===== src/rtl/uart_rx_controller.sv =====
// Sequencer for one UartRx receiver: captures and acknowledges each byte, buffers it in a
// first-word-fall-through FIFO, and applies divider/parity updates only between bytes.
module uart_rx_controller #(
   parameter int CLOCK_DIVIDER_WIDTH = 16,
   parameter int DEFAULT_DIVIDER     = 16,
   parameter int FIFO_ADDR_WIDTH     = 3
) (
   input  logic                           clock_i,
   input  logic                           reset_i,
   input  logic                           config_write_i,
   input  logic [CLOCK_DIVIDER_WIDTH-1:0] config_divider_i,
   input  logic                           config_parity_bit_i,
   input  logic                           config_parity_even_i,
   input  logic [7:0]                     rx_data_i,
   input  logic                           rx_ready_i,
   output logic                           rx_clear_ready_o,
   output logic                           rx_reset_o,
   output logic [CLOCK_DIVIDER_WIDTH-1:0] rx_clock_divider_o,
   output logic                           rx_parity_bit_o,
   output logic                           rx_parity_even_o,
   output logic [7:0]                     data_o,
   output logic                           valid_o,
   input  logic                           ready_i,
   output logic [FIFO_ADDR_WIDTH:0]       fill_o,
   output logic                           overrun_o,
   input  logic                           overrun_clear_i
);

   localparam int DEPTH = 2 ** FIFO_ADDR_WIDTH;
   localparam logic [FIFO_ADDR_WIDTH:0]       FILL_FULL   = (FIFO_ADDR_WIDTH + 1)'(DEPTH);
   localparam logic [CLOCK_DIVIDER_WIDTH-1:0] DIVIDER_RST = CLOCK_DIVIDER_WIDTH'(DEFAULT_DIVIDER);

   typedef enum logic [2:0] {
      ST_IDLE,
      ST_CAPTURE,
      ST_CLEAR,
      ST_WAIT_LOW,
      ST_RECONFIG
   } state_t;

   state_t                           r_state;
   logic                             r_reconfig_cnt;
   logic                             r_clear_ready;
   logic                             r_rx_reset;
   logic [CLOCK_DIVIDER_WIDTH-1:0]   r_divider;
   logic                             r_parity_bit;
   logic                             r_parity_even;

   logic                             r_pend_valid;
   logic [CLOCK_DIVIDER_WIDTH-1:0]   r_pend_divider;
   logic                             r_pend_parity_bit;
   logic                             r_pend_parity_even;

   logic [7:0]                       r_mem [DEPTH];
   logic [FIFO_ADDR_WIDTH-1:0]       r_wr_ptr;
   logic [FIFO_ADDR_WIDTH-1:0]       r_rd_ptr;
   logic [FIFO_ADDR_WIDTH:0]         r_count;
   logic                             r_overrun;

   logic                             w_full;
   logic                             w_valid;
   logic                             w_pop;
   logic                             w_push;
   logic                             w_drop;
   logic                             w_cfg_apply;

   assign w_full      = (r_count == FILL_FULL);
   assign w_valid     = (r_count != '0);
   assign w_pop       = w_valid && ready_i;
   // A pop in the capture cycle frees a slot, so a full FIFO can still accept the byte.
   assign w_push      = (r_state == ST_CAPTURE) && (!w_full || w_pop);
   assign w_drop      = (r_state == ST_CAPTURE) && w_full && !w_pop;
   assign w_cfg_apply = (r_state == ST_IDLE) && r_pend_valid;

   // Pending flag is consumed on RECONFIG entry, so any write landing during RECONFIG
   // (including its last cycle) stays pending for the next pass through IDLE.
   always_ff @(posedge clock_i or negedge reset_i) begin
      if (!reset_i) begin
         r_pend_valid       <= 1'b0;
         r_pend_divider     <= DIVIDER_RST;
         r_pend_parity_bit  <= 1'b0;
         r_pend_parity_even <= 1'b0;
      end else if (config_write_i) begin
         r_pend_valid       <= 1'b1;
         r_pend_divider     <= config_divider_i;
         r_pend_parity_bit  <= config_parity_bit_i;
         r_pend_parity_even <= config_parity_even_i;
      end else if (w_cfg_apply) begin
         r_pend_valid       <= 1'b0;
      end
   end

   // NOTE: all sequential state uses non-blocking assignments so every register samples
   // the pre-edge value of its inputs regardless of block ordering.
   always_ff @(posedge clock_i or negedge reset_i) begin
      if (!reset_i) begin
         r_state        <= ST_IDLE;
         r_reconfig_cnt <= 1'b0;
         r_clear_ready  <= 1'b0;
         r_rx_reset     <= 1'b0;
         r_divider      <= DIVIDER_RST;
         r_parity_bit   <= 1'b0;
         r_parity_even  <= 1'b0;
      end else begin
         case (r_state)
            ST_IDLE: begin
               if (r_pend_valid) begin
                  r_state        <= ST_RECONFIG;
                  r_reconfig_cnt <= 1'b0;
                  r_rx_reset     <= 1'b1;
                  r_divider      <= r_pend_divider;
                  r_parity_bit   <= r_pend_parity_bit;
                  r_parity_even  <= r_pend_parity_even;
               end else if (rx_ready_i) begin
                  r_state <= ST_CAPTURE;
               end
            end
            ST_CAPTURE: begin
               r_state       <= ST_CLEAR;
               r_clear_ready <= 1'b1;
            end
            ST_CLEAR: begin
               r_state       <= ST_WAIT_LOW;
               r_clear_ready <= 1'b0;
            end
            ST_WAIT_LOW: begin
               // Waiting for ready to drop guarantees a single capture per received byte.
               if (!rx_ready_i) begin
                  r_state <= ST_IDLE;
               end
            end
            ST_RECONFIG: begin
               if (r_reconfig_cnt) begin
                  r_state    <= ST_IDLE;
                  r_rx_reset <= 1'b0;
               end else begin
                  r_reconfig_cnt <= 1'b1;
               end
            end
            default: begin
               r_state       <= ST_IDLE;
               r_clear_ready <= 1'b0;
               r_rx_reset    <= 1'b0;
            end
         endcase
      end
   end

   // NOTE: the storage array has no reset; the pointers and count define what is valid,
   // and leaving the data unreset lets it map onto plain RAM/flop arrays.
   always_ff @(posedge clock_i) begin
      if (w_push) begin
         r_mem[r_wr_ptr] <= rx_data_i;
      end
   end

   always_ff @(posedge clock_i or negedge reset_i) begin
      if (!reset_i) begin
         r_wr_ptr  <= '0;
         r_rd_ptr  <= '0;
         r_count   <= '0;
         r_overrun <= 1'b0;
      end else begin
         if (w_push) begin
            r_wr_ptr <= r_wr_ptr + 1'b1;
         end
         if (w_pop) begin
            r_rd_ptr <= r_rd_ptr + 1'b1;
         end
         case ({w_push, w_pop})
            2'b10:   r_count <= r_count + 1'b1;
            2'b01:   r_count <= r_count - 1'b1;
            default: r_count <= r_count;
         endcase
         if (w_drop) begin
            r_overrun <= 1'b1;
         end else if (overrun_clear_i) begin
            r_overrun <= 1'b0;
         end
      end
   end

   assign rx_clear_ready_o   = r_clear_ready;
   assign rx_reset_o         = r_rx_reset;
   assign rx_clock_divider_o = r_divider;
   assign rx_parity_bit_o    = r_parity_bit;
   assign rx_parity_even_o   = r_parity_even;
   assign data_o             = r_mem[r_rd_ptr];
   assign valid_o            = w_valid;
   assign fill_o             = r_count;
   assign overrun_o          = r_overrun;

endmodule


===== config.mk =====
export PLATFORM = sky130hd
export DESIGN_NAME = uart_rx_controller
export DESIGN_NICKNAME = d
export VERILOG_FILES = /design/src/rtl/uart_rx_controller.sv
export SDC_FILE = /design/constraint.sdc
export NUM_CORES = 1
export LEC_CHECK = 0
export BUFFER_PORTS_ARGS = -buffer_cell sky130_fd_sc_hd__buf_4
export CAP_MARGIN = 10
export CELL_PAD_IN_SITES_DETAIL_PLACEMENT = 1
export CELL_PAD_IN_SITES_GLOBAL_PLACEMENT = 1
export CORE_MARGIN = 8
export CORE_UTILIZATION = 40
export CTS_CLUSTER_SIZE = 40
export DETAILED_ROUTE_END_ITERATION = 8
export PLACE_DENSITY_LB_ADDON = 0.1
export SLEW_MARGIN = 40
export SYNTH_ARGS = -nofsm -noshare
export SYNTH_HDL_FRONTEND = slang
export SYNTH_SLANG_ARGS = --single-unit

===== constraint.sdc =====
create_clock -name clock_i -period 2.39 [get_ports clock_i]
set_input_delay 0.239 -clock clock_i [delete_from_list [all_inputs] [get_ports clock_i]]
set_output_delay 0.239 -clock clock_i [all_outputs]
set_load 0.03 [all_outputs]

# == Word level (Yosys, flattened, before mapping) ==
# Memories as Yosys holds them, arrays and structs flattened.
# Index checks and enable logic that the tools add are counted.
# word_totals
elab_cells,70
output_inout_bits,34
ramBits,64
reg_bits,54
mem_count,1
# memory_table
name,words,word_bits,read_ports,rd_clocked_by_memory_dff,write_ports,line,rtl
r_mem,8,8,1,0,1,54,logic [7:0] r_mem [DEPTH];
# op_classes
bitwise,1
addsub,4
n_eq_ne,11
n_reduce_logical,20
n_mux,18
# ops
op,count
3-bit one-hot mux with 5 select lines,1
3-bit two-way mux,4
1-bit two-way mux,9
4-bit one-hot mux with 2 select lines,1
2-bit nonzero test,4
"3-bit by 1-bit adder with 3-bit output, second input constant",2
"3-bit by 2-bit equality test with 1-bit output, second input constant",2
"2-bit != test, second input constant",3
3-bit AND reduction,2
3-bit OR reduction,2
1-bit logical AND,5
"4-bit by 1-bit adder with 4-bit output, second input constant",1
"4-bit equality test, second input constant",1
1-bit one-hot mux with 2 select lines,2
2-bit AND reduction,2
4-bit nonzero test,1
"4-bit by 1-bit subtractor with 4-bit output, second input constant",1
"3-bit by 1-bit equality test with 1-bit output, second input constant",1
"3-bit equality test, second input constant",1
3-bit logical NOT,1
"3-bit != test, second input constant",1
1-bit one-hot mux with 3 select lines,1
"2-bit by 1-bit equality test with 1-bit output, second input constant",1
"2-bit equality test, second input constant",1
other kinds (3),4

# == Longest topological paths before layout ==
# Gate-level depths: netlist of the first run.
# depth
depth_word,6
mapped_depth,8
ltp_nobuf,7

# == Least setup slack after synthesis of the first run ==
# Ideal clock, no wire load.
# synth_timing
path_type,reg2reg
start,register r_count[0] (netlist: fill_o[0])
end,memory r_mem[0][0] (enable)
t_arrival_ps,1990
stages_incl_launch_ff,6
path_slack_ps,5
setup_ps,395
path_cell_list,dfrtp_1 -> clkbuf_1 -> nor3_2 -> nand2_1 -> nand2_1 -> nor4_1
# synth_between
elab_chain_cells,6
# synth_lines
element,line,rtl
start: declaration,57,logic [FIFO_ADDR_WIDTH:0] r_count;
start signal: assignment,171,2'b10: r_count <= r_count + 1'b1;
start signal: assignment,172,2'b01: r_count <= r_count - 1'b1;
start signal: assignment,173,default: r_count <= r_count;
4-bit equality test or 4-bit nonzero test (tied branches),"67, 68",
1-bit logical NOT or 1-bit logical AND (tied branches),"71, 69",
1-bit logical OR (*),71,assign w_push = (r_state == ST_CAPTURE) && (!w_full || w_pop);
1-bit logical AND (*),71,
1-bit two-way mux (*),152,if (w_push) begin
1-bit two-way mux (implied by the code) (*),153,r_mem[r_wr_ptr] <= rx_data_i;
end: declaration,54,
# Mark *: on every way between the ends. The rest lies on a longest branch, timed or not.

# == Final worst setup path of the first run ==
# layout_timing
start,register r_rd_ptr[0]
end,output data_o[2]
# layout_between
elab_chain_cells,1
# layout_lines
element,line,rtl
start: declaration,56,logic [FIFO_ADDR_WIDTH-1:0] r_rd_ptr;
start signal: assignment,168,r_rd_ptr <= r_rd_ptr + 1'b1;
memory 8 x 8 bit,n/a,
end: declaration,21,"output logic [7:0] data_o,"
# Every way passes these cells.

==> results.cfg, run 1 <==
[setup_path]
worstPathBufferInverterCount = 2
cp.required_ns = 2.15
start_kind = register
critPathTopFamily = multiplexers
critPathSlowestCell = mux4_2
critPathMaxStageDelay_ns = 0.52
worstPathMaxFanout = 14
cp-end-kind = primary output
worstPathCellList = buf_6, mux4_2, mux2_2, buf_4
critPathArrivalTime_ns = 1.99
crit_type = register to primary output

[power]
leakagePower_nw = 2.35
cellPowerDensity_mw_per_mm2 = 1320
ir_drop_mv = 0.571

[layout]
multiInputGateArea_mm2 = 0.00146
fin_cells = 528
drive_gt1_share_pct = 44.9
antenna_cells = 0
fillers = 1161
final_common_cell = buf_4
ff_latch_area_mm2 = 0.00328
fin_nets = 403
mostFrequentLayoutCells = buf_4 (82), edfxtp_1 (64), dfrtp_1 (51)
syn_to_final_growth_pct = 24.9

[placed_design]
dpl.hpwl_mm = 6.52
numPortBuffers = 65
globalplace.congestion = 0.711
dp.cells = 494

[global_routing]
grt_pass1_vias = 3038
antenna_found_initial = 0
grt_max_degree = 55
grtUsageTotal_pct = 13.4
grt_pass1_wl_mm = 15.8
grt-ovfl-total = 0

[status]
status = completed

[synthesis]
yosys.area.top_type = edfxtp_1
ys_ff_latch = 118
synth_nets = 316
yosys-top-cells-area = edfxtp_1 (40%), dfrtp_1 (27%), mux2_2 (8.1%)
syn_area_mm2 = 0.00486
ys_warn_count = 0
syn-mean-instance-area_um2 = 17.3
async_flop_share_pct = 45.8
synth_ff_type = edfxtp_1
yosysSeqAreaShare_pct = 67.4
synth_top_cell_area_share_pct = 39.6
synth_edf_count = 64
synthDistinctLibCells = 52
synthCells = 281

[timing]
fmax_mhz = 448
final-setup-viol-count = 0
grt_setup_unrepaired = false
tightest_slew_ns = 0.699
hold_viol_final = 0
period_share_pct = 93.3
finalCriticalPeriod_ns = 2.23
skew_ns = 0.00608
maxSlewViolCount = 0
slew_headroom_pct = 53.4
whs_ns = 0.0567
tns_ns = 0

[route]
first_iter_violations = 150
via_count = 2697
ant_nets = 0
wl_mm = 9.75
firstDrtPassIters = 4
wire_per_inst_um = 18.5
via_per_inst = 5.11
drc = 0

[cts]
cts.sink_count = 118
clk_transition_reported_paths_ns = 0.05
clock_latency_ns = 0.41
root_buffer = clkbuf_16
cts_tree = yes
postCtsSetupBuffers = 0
h-tree-depth = 4
numCtsBuffers = 17
cts_max_path_buffers = 2

[floorplan]
rows = 40
start_util_pct = 40.8
core_mm2 = 0.0119
die_y_um = 126
chipWidth_um = 126
fp.dieArea_mm2 = 0.0159
io_pins = 66

[flow_run]
drv_cap = 0

[hold_path]
worst_hold_path_type = input pin to register
[flip-flops by register name, summed over array words and instances (netlist names), 3 cells and up]
name                count
fill_o                  4
r_pend_divider         16
rx_clock_divider_o     16
r_state                 3
r_rd_ptr                3
r_mem                  64
r_wr_ptr                3
[metrics by stage]
step           power [mW]  cell area (um^2)  utilization, %  worst slack (ns)
6_report             8.01              6070            50.9             0.160
5_1_grt              8.48              6070            50.9            0.0539
4_1_cts              8.15              6060            50.9            0.0471
3_5_place_dp         6.01              5550            46.6             0.307
3_3_place_gp         5.95              5550            46.6             0.321
2_1_floorplan        5.04              4860               -           0.00496
[final timing paths]
| path | start | endpoint | slack (ns) | cells after the start |
|---|---|---|---|---|
| setup / recovery | r_rd_ptr[0]$_DFFE_PN0N_ | data_o[2] | 0.16 | 4 |
| hold / removal | rx_data_i[4] | r_mem[0][4]$_DFFE_PP_ | 0.06 | 1 |
| setup reg to reg | fill_o[3]$_DFFE_PN0P_ | fill_o[2]$_DFFE_PN0P_ | 0.33 | 6 |
| hold reg to reg | rx_clock_divider_o[10]$_DFFE_PN0P_ | rx_clock_divider_o[10]$_DFFE_PN0P_ | 0.48 | 1 |
| max in group asynchronous | reset_i | r_rd_ptr[1]$_DFFE_PN0N_ | 1.46 | 2 |
| min in group asynchronous | reset_i | rx_clock_divider_o[10]$_DFFE_PN0P_ | 0.44 | 2 |
[worst reg2reg max path: stages (launching register included)]
cell,delay (ns)
dfrtp_1,0.52
o41ai_2,0.43
nor2_1,0.12
xor2_1,0.16
ha_1,0.21
o311ai_0,0.33
o211ai_1,0.15
[synth_stat cells, types with 2 or more instances]
cell,instances
a21oi_1,7
and3_1,2
buf_1,2
buf_2,5
buf_6,5
clkbuf_1,4
dfrtp_1,52
dfstp_2,2
edfxtp_1,64
ha_1,3
inv_1,2
mux2_1,10
mux2_2,35
mux4_2,16
nand2_1,5
nand2_2,2
nand2b_1,6
nor2_1,10
nor2_4,2
nor2b_1,2
nor3_1,4
nor3_2,2
nor4_1,2
o21ai_0,4
o21ai_1,2
o31ai_1,2
xnor2_1,2
xor2_1,3
[report_power, final]
group          internal [mW]  switching (mW)  total, mW
Clock                   1.29           0.803       2.10
Sequential              2.55           0.430       2.98
Combinational           1.39            1.55       2.94
Total                   5.23            2.78       8.01
[cells by family (layout without fill, tap and decap cells)]
family	Yosys count	count (layout)	synth area share, %
compound gates	29	29	4.61
xor+xnor	6	6	1.24
fa+ha+maj	3	3	0.773
buf+inv	19	119	2.45
flops	118	118	67.4
mux	62	62	18.2
simple gates	44	44	5.36
[what timing repair did]
item | 4_1_cts | 5_1_grt
hold buffers | 2 | 0
resized for setup | 1 | 1
endpoints found under the setup margin | 8 | 3
cloned | 0 | 0
hold endpoints to repair | 53 | 0
[cell type report]
type	count	share of cell area [%]
clock buffers	24	7.45
repair buffers	85	10.7
inverters	2	0.124
multi-input cells	144	24.1
flip-flops and latches	118	54.0
well taps	147	3.03
clock inverters	8	0.578
[per-layer routing]
metal  GRT usage, %  routed length [um]  vias to the layer above
li1               -                   -                     1255
met1           15.0                4080                     1365
met2           20.5                4730                       62
met3           6.96                 764                       15
met4           6.79                 170                        0
met5              0                   0                        -
(Power assumes the default switching activity.)
==> run 2: changes to the inputs <==
clock period = 2.4 ns   (was 2.39 ns; I/O delays follow)
==> results.cfg, run 2 (same netlist as run 1, synthesis figures left out) <==
[layout]
fillers = 1141
antenna_cells = 0
drive_gt1_share_pct = 47.1
mostFrequentLayoutCells = buf_4 (80), edfxtp_1 (64), dfrtp_1 (52)
fin_cells = 525
fin_nets = 400
largest-register = r_mem
syn_to_final_growth_pct = 27.4
final_common_cell = buf_4
largest_reg_flops = 64

[placed_design]
numPortBuffers = 65
dp.cells = 492
dpl.hpwl_mm = 6.30
globalplace.congestion = 0.744

[global_routing]
grt_pass1_vias = 3013
grt_pass1_wl_mm = 15.9
grt-ovfl-total = 0
grt_max_degree = 55
grtUsageTotal_pct = 13.2
antenna_found_initial = 0

[power]
p_clk_share_pct = 31.2
combPwrFrac_pct = 34.6
switching_share_pct = 33.8
seqPwrFrac_pct = 34.2
p_sw_mw = 2.89
ir_drop_mv = 0.628
p_int_mw = 5.66
leakagePower_nw = 2.41
cellPowerDensity_mw_per_mm2 = 1380

[route]
wire_per_inst_um = 18.7
via_per_inst = 5.18
drc = 0
ant_nets = 0
firstDrtPassIters = 4
via_count = 2719
first_iter_violations = 124
wl_mm = 9.80

[floorplan]
core_mm2 = 0.0119
start_util_pct = 40.8
fp.dieArea_mm2 = 0.0159
rows = 40
die_y_um = 126
io_pins = 66
chipWidth_um = 126

[flow_run]
drv_cap = 0

[cts]
cts_max_path_buffers = 2
numCtsBuffers = 17
hold_buffers = 1
postCtsSetupBuffers = 0
h-tree-depth = 4
cts.sink_count = 118
post_cts_resized = 0
cts_tree = yes
root_buffer = clkbuf_16
clock_latency_ns = 0.41
clk_transition_reported_paths_ns = 0.06

[setup_path]
worstPathMaxFanout = 18
critPathTopFamily = multiplexers
cp.required_ns = 2.16
startpoint = r_rd_ptr[0]$_DFFE_PN0N_
worstPathCellList = buf_12, mux4_2, mux2_2, buf_4
worst-path-stages = 4
critPathSlowestCell = mux4_2
reg2reg_slack_ns = 0.37
critPathCapture = data_o[5]
cp-end-kind = primary output
r2r-end = fill_o[2]$_DFFE_PN0P_
start_kind = register
worstPathBufferInverterCount = 2
reg2reg_from = fill_o[1]$_DFFE_PN0P_
crit_type = register to primary output
critPathArrivalTime_ns = 1.98
critPathMaxStageDelay_ns = 0.53
reg2reg_depth = 6

[timing]
tightest_slew_ns = 0.704
fmax_mhz = 451
finalCriticalPeriod_ns = 2.22
slew_headroom_pct = 53.0
grt_setup_unrepaired = false
period_share_pct = 92.3
final-setup-viol-count = 0
maxSlewViolCount = 0
skew_ns = 0.00608
hold_viol_final = 0
tns_ns = 0

[hold_path]
worst_hold_path_type = input pin to register
worstHoldStart = overrun_clear_i

[status]
status = completed
-- run 2: cell count changes in the layout (fill, tap and decap cells not counted), sizes merged --
cell and delta:
bufinv +4, dlygate4sd3 -1, clkinv -1, clkinvlp +1, inv +3, buf -2, clkbuf -7
-- run 2: final cells by class --
class                   count  area, um^2  share of cell area, %
flip-flops and latches    118        3280                   52.9
clock buffers              17         425                   6.87
multi-input cells         144        1460                   23.7
inverters                   2        7.51                  0.121
clock inverters            15         203                   3.27
well taps                 147         184                   2.97
repair buffers             82         631                   10.2
-- run 2: per-layer routing --
layer | vias to the layer above | part of all wire [%] | GRT usage [%]
met2 | 66 | 49 | 20.5
met1 | 1390 | 41 | 14.8
met5 | - | 0 | 0
li1 | 1249 | - | -
met4 | 0 | 1.7 | 5.94
met3 | 14 | 8.3 | 7.13
-- run 2: worst min-delay path by stage --
stage	endpoint	slack [ns]	cells past startpoint
floorplan	fill_o[0]$_DFFE_PN0P_	-0.06	0
global placement	rx_clock_divider_o[10]$_DFFE_PN0P_	0.33	1
detailed placement	rx_clock_divider_o[10]$_DFFE_PN0P_	0.34	1
CTS	overrun_o$_DFFE_PN0P_	0.004	2
global route	overrun_o$_DFFE_PN0P_	0.004	2
finish	overrun_o$_DFFE_PN0P_	0.02	2
-- run 2: power groups by stage --
stage	Clock [mW]	Combinational, mW	Sequential, mW
after global routing	2.83	3.21	2.98
after global placement	0	2.99	2.94
after floorplan	0	1.87	3.15
after detailed placement	0	3.03	2.96
after CTS	2.75	3.05	2.93
final	2.67	2.96	2.92
-- run 2: metrics by stage --
step | worst slack [ns] | total power [mW] | hold slack, ns | utilization, % | instance area (um^2)
2_1_floorplan | 0.0150 | 5.02 | -0.0556 | - | 4860
3_3_place_gp | 0.402 | 5.93 | 0.335 | 46.6 | 5550
3_5_place_dp | 0.341 | 5.99 | 0.337 | 46.6 | 5550
4_1_cts | 0.136 | 8.73 | 0.00439 | 52.0 | 6190
5_1_grt | 0.108 | 9.01 | 0.00437 | 52.0 | 6190
6_report | 0.184 | 8.56 | 0.0207 | 52.0 | 6190
-- run 2: worst register-to-register path: stages, from the launching register on --
cell	delay (ns)
dfrtp_1	0.51
o41ai_2	0.43
nor2_1	0.11
xor2_1	0.15
ha_1	0.22
o311ai_0	0.33
o211ai_1	0.13
==> run 3: changes to the inputs <==
ABC_AREA = 1   (was not set)
CELL_PAD_IN_SITES_DETAIL_PLACEMENT = not set   (was 1)
CELL_PAD_IN_SITES_GLOBAL_PLACEMENT = not set   (was 1)
PLACE_DENSITY_LB_ADDON = not set   (was 0.1)
==> results.cfg, run 3 <==
[floorplan]
core_mm2 = 0.0119
fp.dieArea_mm2 = 0.0159
chipWidth_um = 126
io_pins = 66
start_util_pct = 40.6
die_y_um = 126
rows = 40

[power]
p_total_mw = 8.27
ir_drop_mv = 0.657
leakagePower_nw = 2.67
seqPwrFrac_pct = 33.2
cellPowerDensity_mw_per_mm2 = 1350
switching_share_pct = 37.1
p_clk_share_pct = 30.0
p_sw_mw = 3.07
p_int_mw = 5.21
combPwrFrac_pct = 36.8

[timing]
period_share_pct = 88.0
fin_ws_ns = 0.288
grt_setup_unrepaired = false
tightest_slew_ns = 0.683
skew_ns = 0.0111
maxSlewViolCount = 0
finalCriticalPeriod_ns = 2.11
hold_viol_final = 0
final-setup-viol-count = 0
fmax_mhz = 474
tns_ns = 0
whs_ns = 0.0351
slew_headroom_pct = 54.5

[synthesis]
yosys.cell_count.top_type = nand2_1
synth_common_cells = nand2_1 (103), edfxtp_1 (64), nor2_1 (62)
syn_area_mm2 = 0.00484
synthCells = 446
ys_warn_count = 0
yosys.area.top_type = edfxtp_1
ys_ff_latch = 118
synth_ff_type = edfxtp_1
synth_nets = 481
synthDistinctLibCells = 31
yosysSeqAreaShare_pct = 67.7
synth_top_cell_area_share_pct = 39.7
syn-mean-instance-area_um2 = 10.8
yosys-top-cells-area = edfxtp_1 (40%), dfrtp_1 (27%), nand2_1 (8.0%)
async_flop_share_pct = 45.8
synth_edf_count = 64

[setup_path]
reg2reg_slack_ns = 0.72
cp.required_ns = 2.16
crit_type = register to primary output
start_kind = register
critPathArrivalTime_ns = 1.87
reg2reg_depth = 7
worstPathMaxFanout = 18
cp-end-kind = primary output

[cts]
cts.sink_count = 118
post_cts_resized = 0
cts_max_path_buffers = 2
h-tree-depth = 4
root_buffer = clkbuf_16
clock_latency_ns = 0.41
postCtsSetupBuffers = 0
numCtsBuffers = 17
clk_transition_reported_paths_ns = 0.05
cts_tree = yes

[global_routing]
grt_pass1_wl_mm = 16.5
antenna_found_initial = 0
grt_pass1_vias = 3349
grt_max_degree = 55
grt-ovfl-total = 0
grtUsageTotal_pct = 13.2

[placed_design]
dp.cells = 653
place_ws_ns = 0.685
numPortBuffers = 65
dpl.hpwl_mm = 6.50
globalplace.congestion = 0.791
post_dp_cell_area_mm2 = 0.00551

[route]
wire_per_inst_um = 14.5
drc = 0
via_count = 3339
wl_mm = 9.94
ant_nets = 0
via_per_inst = 4.87
first_iter_violations = 174
firstDrtPassIters = 4

[layout]
antenna_cells = 0
largest-register = r_mem
final_common_cell = nand2_1
drive_gt1_share_pct = 23.2
largest_reg_flops = 64
fin_cells = 686
utilization_pct = 51.3
multiInputGateArea_mm2 = 0.00132
fin_area_mm2 = 0.00611
fin_nets = 561
ff_latch_area_mm2 = 0.00328
mostFrequentLayoutCells = nand2_1 (103), buf_4 (79), edfxtp_1 (64)
fillers = 1070
syn_to_final_growth_pct = 26.3

[hold_path]
worst_hold_path_type = input pin to register
whs_path_depth = 3

[status]
status = completed

[flow_run]
drv_cap = 0
==> run 3: critical path, stage by stage, from the launching register on <==
cell and delay [ns]:
dfrtp_1 0.35, buf_4 0.18, inv_1 0.08, buf_4 0.22
nor2_1 0.06, o32ai_1 0.21, nand2_1 0.08, nand2_1 0.11
buf_4 0.17
==> run 3: kinds of logic after synthesis <==
kind of cell	after synthesis	synth area share [%]
AO/OA/AOI/OAI	78	9.52
XOR/XNOR	4	0.880
adder cells (fa/ha/maj)	3	0.776
buffers and inverters	57	5.02
flip-flops	118	67.7
multiplexers	1	0.233
AND/OR/NAND/NOR	185	15.9
==> run 3: power by group through the flow <==
stage	clock network [mW]	registers [mW]	logic, mW
after global placement	0	2.77	3.05
after detailed placement	0	2.78	3.09
after floorplan	0	3.11	1.78
after global routing	2.63	2.80	3.40
after CTS	2.53	2.75	3.09
final	2.48	2.75	3.04
==> run 3: final cells by class <==
class / instances / share of cell area, %
clock buffer: 21 / 7.38
clock inverter: 11 / 2.17
sequential: 118 / 53.6
multi-input combinational: 271 / 21.6
timing repair buffer: 80 / 9.88
inverter: 38 / 2.34
tap: 147 / 3.01
==> run 3: final timing paths <==
kind,endpoint,startpoint
worst max-delay path,data_o[2],r_rd_ptr[0]$_DFFE_PN0N_
worst min-delay path,r_pend_divider[13]$_DFFE_PN0P_,config_divider_i[13]
worst max register to register,r_mem[4][3]$_DFFE_PP_,r_state[2]$_DFFE_PN0P_
worst min register to register,r_reconfig_cnt$_DFFE_PN0P_,r_reconfig_cnt$_DFFE_PN0P_
max in group asynchronous,rx_reset_o$_DFFE_PN0P_,reset_i
min in group asynchronous,fill_o[2]$_DFFE_PN0P_,reset_i
==> run 3: repair_timing <==
| action | CTS | global route |
|---|---|---|
| hold endpoints to repair | 52 | 0 |
| hold buffers | 1 | 0 |
| endpoints found under the setup margin | 0 | 0 |
==> run 3: layer usage <==
metal / track usage, % / up-vias / part of all wire [%] / routed length (um)
li1: - / 1663 / - / -
met4: 5.24 / 0 / 1.1 / 108
met1: 16.1 / 1571 / 45 / 4510
met5: 0 / - / 0 / 0
met3: 5.74 / 11 / 7.9 / 781
met2: 20.2 / 94 / 46 / 4540
